===== config.mk =====
export PLATFORM = sky130hd
export DESIGN_NAME = uart_boot_loader
export DESIGN_NICKNAME = d
export VERILOG_FILES = /design/src/rtl/uart_boot_loader.sv
export SDC_FILE = /design/constraint.sdc
export NUM_CORES = 1
export LEC_CHECK = 0
export CORE_UTILIZATION = 57
export DETAILED_ROUTE_END_ITERATION = 6
export GPL_TIMING_DRIVEN = 1
export PLACE_DENSITY = 0.8
export SLEW_MARGIN = 25
export SYNTH_ARGS = -nofsm -noshare
export SYNTH_HDL_FRONTEND = slang
export SYNTH_SLANG_ARGS = --single-unit
export TNS_END_PERCENT = 5

===== constraint.sdc =====
create_clock -name clk -period 5.6 [get_ports clk]
set_input_delay 0.84 -clock clk [delete_from_list [all_inputs] [get_ports clk]]
set_output_delay 0.84 -clock clk [all_outputs]
set_load 0.01 [all_outputs]

===== src/rtl/uart_boot_loader.sv =====
// Framed UART program loader: SYNC, 16-bit word count, little-endian payload, XOR checksum.
// Writes each word to instruction memory and holds the core in reset until a good load.
module uart_boot_loader #(
  parameter int          ADDR_WIDTH     = 8,
  parameter logic [7:0]  SYNC_BYTE      = 8'hA5,
  parameter int          TIMEOUT_CYCLES = 2_000_000
) (
  input  logic                  clk,
  input  logic                  reset,
  input  logic                  rx_dv,
  input  logic [7:0]            rx_byte,
  output logic                  mem_we,
  output logic [ADDR_WIDTH-1:0] mem_addr,
  output logic [31:0]           mem_din,
  output logic                  cpu_reset,
  output logic                  busy,
  output logic                  done,
  output logic                  error,
  output logic [15:0]           words_loaded
);

  localparam int          TW        = $clog2(TIMEOUT_CYCLES + 1);
  localparam logic [16:0] MAX_WORDS = 17'(1) << ADDR_WIDTH;

  typedef enum logic [2:0] {
    S_IDLE, S_LEN_LO, S_LEN_HI, S_DATA, S_CHECK, S_DONE, S_ERROR
  } state_t;

  state_t        state;
  logic [15:0]   len;
  logic [1:0]    byte_idx;
  logic [23:0]   word_buf;
  logic [7:0]    chk;
  logic [TW-1:0] timer;

  always_ff @(posedge clk or posedge reset) begin
    if (reset) begin
      state        <= S_IDLE;
      len          <= '0;
      byte_idx     <= '0;
      word_buf     <= '0;
      chk          <= '0;
      timer        <= '0;
      mem_we       <= 1'b0;
      mem_addr     <= '0;
      mem_din      <= '0;
      cpu_reset    <= 1'b1;
      busy         <= 1'b0;
      done         <= 1'b0;
      error        <= 1'b0;
      words_loaded <= '0;
    end else begin
      mem_we <= 1'b0;
      if (rx_dv) begin
        // A byte arriving on the expiry cycle wins over the timeout.
        timer <= '0;
        case (state)
          S_IDLE, S_DONE, S_ERROR: begin
            if (rx_byte == SYNC_BYTE) begin
              state        <= S_LEN_LO;
              busy         <= 1'b1;
              done         <= 1'b0;
              error        <= 1'b0;
              cpu_reset    <= 1'b1;
              words_loaded <= '0;
              chk          <= '0;
              byte_idx     <= '0;
              mem_addr     <= '0;
            end
          end
          S_LEN_LO: begin
            len[7:0] <= rx_byte;
            state    <= S_LEN_HI;
          end
          S_LEN_HI: begin
            len[15:8] <= rx_byte;
            if ({rx_byte, len[7:0]} == 16'd0 || {1'b0, rx_byte, len[7:0]} > MAX_WORDS) begin
              state <= S_ERROR;
              busy  <= 1'b0;
              error <= 1'b1;
            end else begin
              state <= S_DATA;
            end
          end
          S_DATA: begin
            chk      <= chk ^ rx_byte;
            byte_idx <= byte_idx + 2'd1;
            case (byte_idx)
              2'd0: word_buf[7:0]   <= rx_byte;
              2'd1: word_buf[15:8]  <= rx_byte;
              2'd2: word_buf[23:16] <= rx_byte;
              default: begin
                mem_we       <= 1'b1;
                mem_din      <= {rx_byte, word_buf};
                mem_addr     <= words_loaded[ADDR_WIDTH-1:0];
                words_loaded <= words_loaded + 16'd1;
                if (words_loaded + 16'd1 == len) state <= S_CHECK;
              end
            endcase
          end
          S_CHECK: begin
            busy <= 1'b0;
            if (rx_byte == chk) begin
              state     <= S_DONE;
              done      <= 1'b1;
              cpu_reset <= 1'b0;
            end else begin
              state <= S_ERROR;
              error <= 1'b1;
            end
          end
          default: state <= S_IDLE;
        endcase
      end else if (busy) begin
        if (timer == TW'(TIMEOUT_CYCLES - 1)) begin
          timer <= '0;
          state <= S_ERROR;
          busy  <= 1'b0;
          error <= 1'b1;
        end else begin
          timer <= timer + TW'(1);
        end
      end
    end
  end

endmodule

==> results.ini, run 1 <==
[worst_setup_path]
critPathLaunchType=input port
crit_buf_inv=4
crit_path_max_incr_delay_ps=670
cp.required_ps=5940
crit_slowest_cell=clkdlybuf4s50_1
cp_max_fo=40
endpoint_kind=flop
critPathTopFamily=buffers and inverters
worstPathArrival_ps=4170
critPathKind=input port to flop
path_cells=clkdlybuf4s50_1 -> nor4_1 -> nand2_1 -> inv_1 -> a21oi_1 -> o21bai_2 -> buf_4 -> or2_1 -> inv_2 -> nand3_1 -> o21ai_1

[status]
outcome=finished, violations left
violations=design-rule violations

[yosys]
synth_top_flop_cell=dfrtp_1
synthesis.area_um2=6620
synth_top_family_by_area=simple AND/OR/NAND/NOR gates
synth_seq_cells=135
synth_cell_type_count=56
syn-num-nets=714
synth-seq-area-share_pct=51.1
post_synth.cell_area_avg_um2=9.49
synth_compound_area_share_pct=12.3
synth_warnings=0
synth_cells=697
synth-edff-count=0
async_flop_share_pct=100
synth.area.mux_share_pct=7.45
yosys.area_share.simple_pct=20.1
synth_xor_area_share_pct=4.76
synthAdderAreaFrac_pct=1.13
synth_top_area_share_pct=50.7
yosysTopAreaCell=dfrtp_1
synth_area_leaders=dfrtp_1, nand2_1, mux2_2, o21ai_0, xnor2_1

[place]
port_buffers=71
gp_congestion=0.881
pre_cts_slack_ps=1410
place_inst=873
dp_hpwl_um=9960

[cells_and_area]
final_nets=769
n_antenna_cell=0
final_common_cell=nand2_1
final_layout_size_suffix_gt1_share_pct=11.4
area_growth_pct=20.6
layout_common_cells=nand2_1, dfrtp_1, o21ai_0
final.fill_count=805
stdcell_count=901

[die]
rows=38
fp.dieH_um=110
die_w_um=110
dieArea_um2=12000
start_util_pct=59.7
io_pins=72
core_area_um2=11100

[global_route]
overflow=0
antenna_found_initial=0
grt_pass1_vias=5293
grt_pass1_wl_um=26300
grt_use_total_pct=29.0
grt_max_degree=89

[route]
via_count=5373
dr_wl_met2_um=7790
drt-total-wl_um=16000
firstDrtPassIters=7
drtIter0Drc=445
drc=1
viasPerCell=5.96
dr_wl_met3_um=771
wl_met1_um=7170
post_drt_wl_per_cell_um=17.8
final_antenna_net_count=0
top_layer=met4

[sta]
tightest_slew_ps=935
hold_viol_final=0
rsz0062_at_grt=no
drv_slew=0
fin_crit_sh_pct=68.4
finalSetupViolations=0
fmax_ghz=0.261
slew_headroom_pct=37.5
fin_skew_ps=7.32
setup_slack_ps=1770
fin_setup_tns_ps=0
final.min_clock_period_ps=3830

[clocking]
cts_resized=0
clk_latency_ps=420
cts_buffer_depth=2
cts.sinks=135
cts_root_buffer=clkbuf_16
clkTransAtPathRegs_ps=50
cts_setup_buffers=0
htreeDepth=4
numCtsBuffers=17
cts_hold_buf=0
cts_tree=yes

[worst_hold_path]
hp-class=flop to flop

[power_and_ir_drop]
p_leak_nw=3.52
ir_drop_v=0.000300
pwr_density_cell_nw_per_um2=412

[run]
drv_cap=0

## kinds of logic (layout without fill, tap and decap cells)
kind of cell / after synthesis / count (layout)
compound gates: 137 / 137
xor+xnor: 36 / 36
fa+ha+maj: 6 / 6
buf+inv: 50 / 114
flops: 135 / 135
mux: 44 / 44
simple gates: 289 / 289
## per-stage QoR
stage | instance area, µm² | utilization (%) | total power, mW | hold slack (ps)
finish | 7980 | 72.0 | 3.29 | 464
global route | 7980 | 72.0 | 3.44 | 486
CTS | 7980 | 72.0 | 3.29 | 464
detailed placement | 7380 | 66.6 | 2.14 | 453
global placement | 7380 | 66.6 | 2.10 | 444
floorplan | 6620 | - | 1.89 | 433
## layer usage
metal,up-vias,global-route usage [%]
met4,0,12.4
met3,25,6.70
met1,2657,38.7
met5,-,0
met2,191,45.7
li1,2500,-
## state kept, by name (all words and copies together), names as in the netlist, 3 cells and up
name          flops
mem_din          32
words_loaded     16
word_buf         24
timer            21
state             3
len              16
chk               8
mem_addr          8
## cell type report
| type | count | area [µm²] | area share (%) |
|---|---|---|---|
| clock inverter | 9 | 154 | 1.93 |
| tap | 140 | 175 | 2.20 |
| timing repair buffer | 76 | 748 | 9.38 |
| clock buffer | 19 | 443 | 5.55 |
| multi-input combinational | 512 | 3040 | 38.1 |
| sequential | 135 | 3380 | 42.4 |
| inverter | 10 | 42.5 | 0.533 |
## power breakdown
| part | internal [mW] | switching, mW | total (mW) |
|---|---|---|---|
| combinational | 0.390 | 0.364 | 0.753 |
| sequential | 1.19 | 0.206 | 1.39 |
| clock | 0.744 | 0.400 | 1.14 |
## path summary, 6_finish.rpt
path / start / endpoint / cells past startpoint / slack, ps
worst max-delay path: rx_byte[1] / words_loaded[15] / 11 / 1770
worst min-delay path: cpu_reset / cpu_reset / 2 / 460
worst max register to register: state[1] / words_loaded[15] / 9 / 2150
worst min register to register: cpu_reset / cpu_reset / 2 / 460
max in group asynchronous: reset / mem_din[17] / 3 / 3580
min in group asynchronous: reset / mem_din[29] / 2 / 940
## cells in the mapped netlist (5+ instances only)
master,number
nand2_1,172
dfrtp_1,134
o21ai_0,72
nor2_1,42
mux2_2,41
clkbuf_1,30
xnor2_1,26
a21oi_1,17
nand3_1,15
o31ai_1,11
xor2_1,10
nor3_1,9
o21ai_1,9
buf_2,8
inv_1,8
and3_1,7
nand4_1,7
ha_1,6
nand2b_1,6
nor4_1,6
a21o_1,5
o41ai_1,5
## worst register-to-register path, stage by stage (launching register included)
cell and delay (ps):
dfrtp_1 560, nor2b_1 390, and3_1 520, a21oi_1 280
o21bai_2 270, buf_4 250, or2_1 270, inv_2 530
nand3_1 160, o21ai_1 140
(Power assumes the default switching activity.)
==> run 2, diff against run 1 <==
Settings changed: CORE_UTILIZATION 57 to 51, PLACE_DENSITY 0.8 to 0.76.
Clock period 5.6 ns to 3.5 ns, I/O delays scaled along.
==> run 2 against run 1 <==
Against the previous run: design area grew 3.0%; combinational power is 62% higher; utilization fell by 6.9 points; the run now ends clean; die area increased by 12%; sequential share of layout area decreased by 1.2 points; register-to-register slack worse by 1700 ps; highest routed layer unchanged.
==> results.ini, run 2 (synthesized netlist as in run 1, its figures left out) <==
[sta]
rsz0062_at_grt=no
finalSetupViolations=0
tightest_slew_ps=714
slew_headroom_pct=52.4
setup_slack_ps=414
fin_skew_ps=5.84
whs_ps=463
final.min_clock_period_ps=3090
fmax_ghz=0.324
fin_setup_tns_ps=0
drv_slew=0
hold_viol_final=0
fin_crit_sh_pct=88.2

[route]
final_antenna_net_count=0
drtIter0Drc=415
drt-total-wl_um=15800
via_count=5388
drc=0
firstDrtPassIters=5
viasPerCell=5.65
post_drt_wl_per_cell_um=16.6

[clocking]
cts_buffer_depth=2
clk_latency_ps=420
cts_hold_buf=0
cts_setup_buffers=0
clkTransAtPathRegs_ps=60
cts.sinks=135
cts_tree=yes
numCtsBuffers=17
cts_root_buffer=clkbuf_16
cts_resized=0
htreeDepth=4

[power_and_ir_drop]
pwr_density_cell_nw_per_um2=659
finalPower_mw=5.42
seqPwrFrac_pct=41.0
internal_power_mw=3.81
p_sw_mw=1.61
switching_share_pct=29.8
p_leak_nw=3.62
p_comb_share_pct=22.6
clockPowerShare_pct=36.4
ir_drop_v=0.000409

[global_route]
grt_use_total_pct=25.4
grt_pass1_wl_um=26300
grt_pass1_vias=5221
overflow=0
antenna_found_initial=0
grt_max_degree=136

[worst_hold_path]
hp-class=flop to flop

[cells_and_area]
area_growth_pct=24.2
layout_common_cells=nand2_1, dfrtp_1, o21ai_0
top_register=mem_din
largest_registers=mem_din (32), word_buf (24), timer (21)
final_layout_size_suffix_gt1_share_pct=13.8
final_nets=785
largest_reg_flops=32
final_common_cell=nand2_1
n_antenna_cell=0

[place]
port_buffers=71
pre_cts_slack_ps=429
dp_hpwl_um=10200
gp_congestion=0.953

[die]
core_area_um2=12600
die_w_um=116
fp.dieH_um=116
dieArea_um2=13400
rows=41
io_pins=72
start_util_pct=52.4

[worst_setup_path]
critPathKind=flop to flop
cp_max_fo=9
endpoint_kind=flop
worstPathArrival_ps=3430
critPathLaunchType=flop
cp.required_ps=3850

[run]
drv_cap=0

[status]
outcome=complete, no violations

## run 2: changes by cell type in the layout (fill, tap and decap cells not counted), sizes merged
cell,before,now
clkinvlp,2,5
clkbuf,19,17
buf,5,21
bufinv,4,5
clkinv,4,7
inv,9,8
## run 2: per-layer routing
layer | global-route usage, % | routed length, µm | up-vias
met5 | 0 | 0 | -
met4 | 7.61 | 211 | 0
met3 | 6.43 | 898 | 19
met2 | 39.4 | 7520 | 169
met1 | 35.4 | 7170 | 2655
li1 | - | - | 2545
## run 2: power by group through the flow
| stage | combinational [mW] | sequential, mW | clock, mW |
|---|---|---|---|
| final | 1.22 | 2.22 | 1.97 |
| after global routing | 1.35 | 2.27 | 2.07 |
| after CTS | 1.23 | 2.21 | 1.99 |
| after detailed placement | 1.22 | 2.23 | 0 |
| after global placement | 1.16 | 2.21 | 0 |
| after floorplan | 0.876 | 2.15 | 0 |
## run 2: cell type report
type / instances / area (µm²)
clock inverter: 15 / 229
sequential: 135 / 3380
multi-input combinational: 512 / 3040
tap: 172 / 215
fill: 987 / 4400
inverter: 10 / 41.3
clock buffer: 17 / 425
timing repair buffer: 92 / 893
## run 2: final timing paths
kind	startpoint	end	slack (ps)	cells past startpoint
setup reg to reg	words_loaded[0]	state[0]	410	10
setup / recovery	words_loaded[0]	state[0]	410	10
hold reg to reg	cpu_reset	cpu_reset	460	2
max in group asynchronous	reset	timer[17]	2320	3
min in group asynchronous	reset	mem_addr[1]	650	3
hold / removal	cpu_reset	cpu_reset	460	2
## run 2: through the flow
stage,instance area (µm²),util (%),instances
5_1_grt,8220,65.1,953
6_report,8220,65.1,953
3_5_place_dp,7570,60.0,921
3_3_place_gp,7570,60.0,921
4_1_cts,8220,65.1,953
2_1_floorplan,6620,-,697
## run 2: critical path, stage by stage, from the launching register on
cell and delay, ps:
dfrtp_1 520, ha_1 330, nand3_1 260, buf_4 250, nor4_2 450, xor2_1 140
nor3_1 190, a21oi_1 100, o31ai_4 300, mux2_1 350, a31oi_1 130
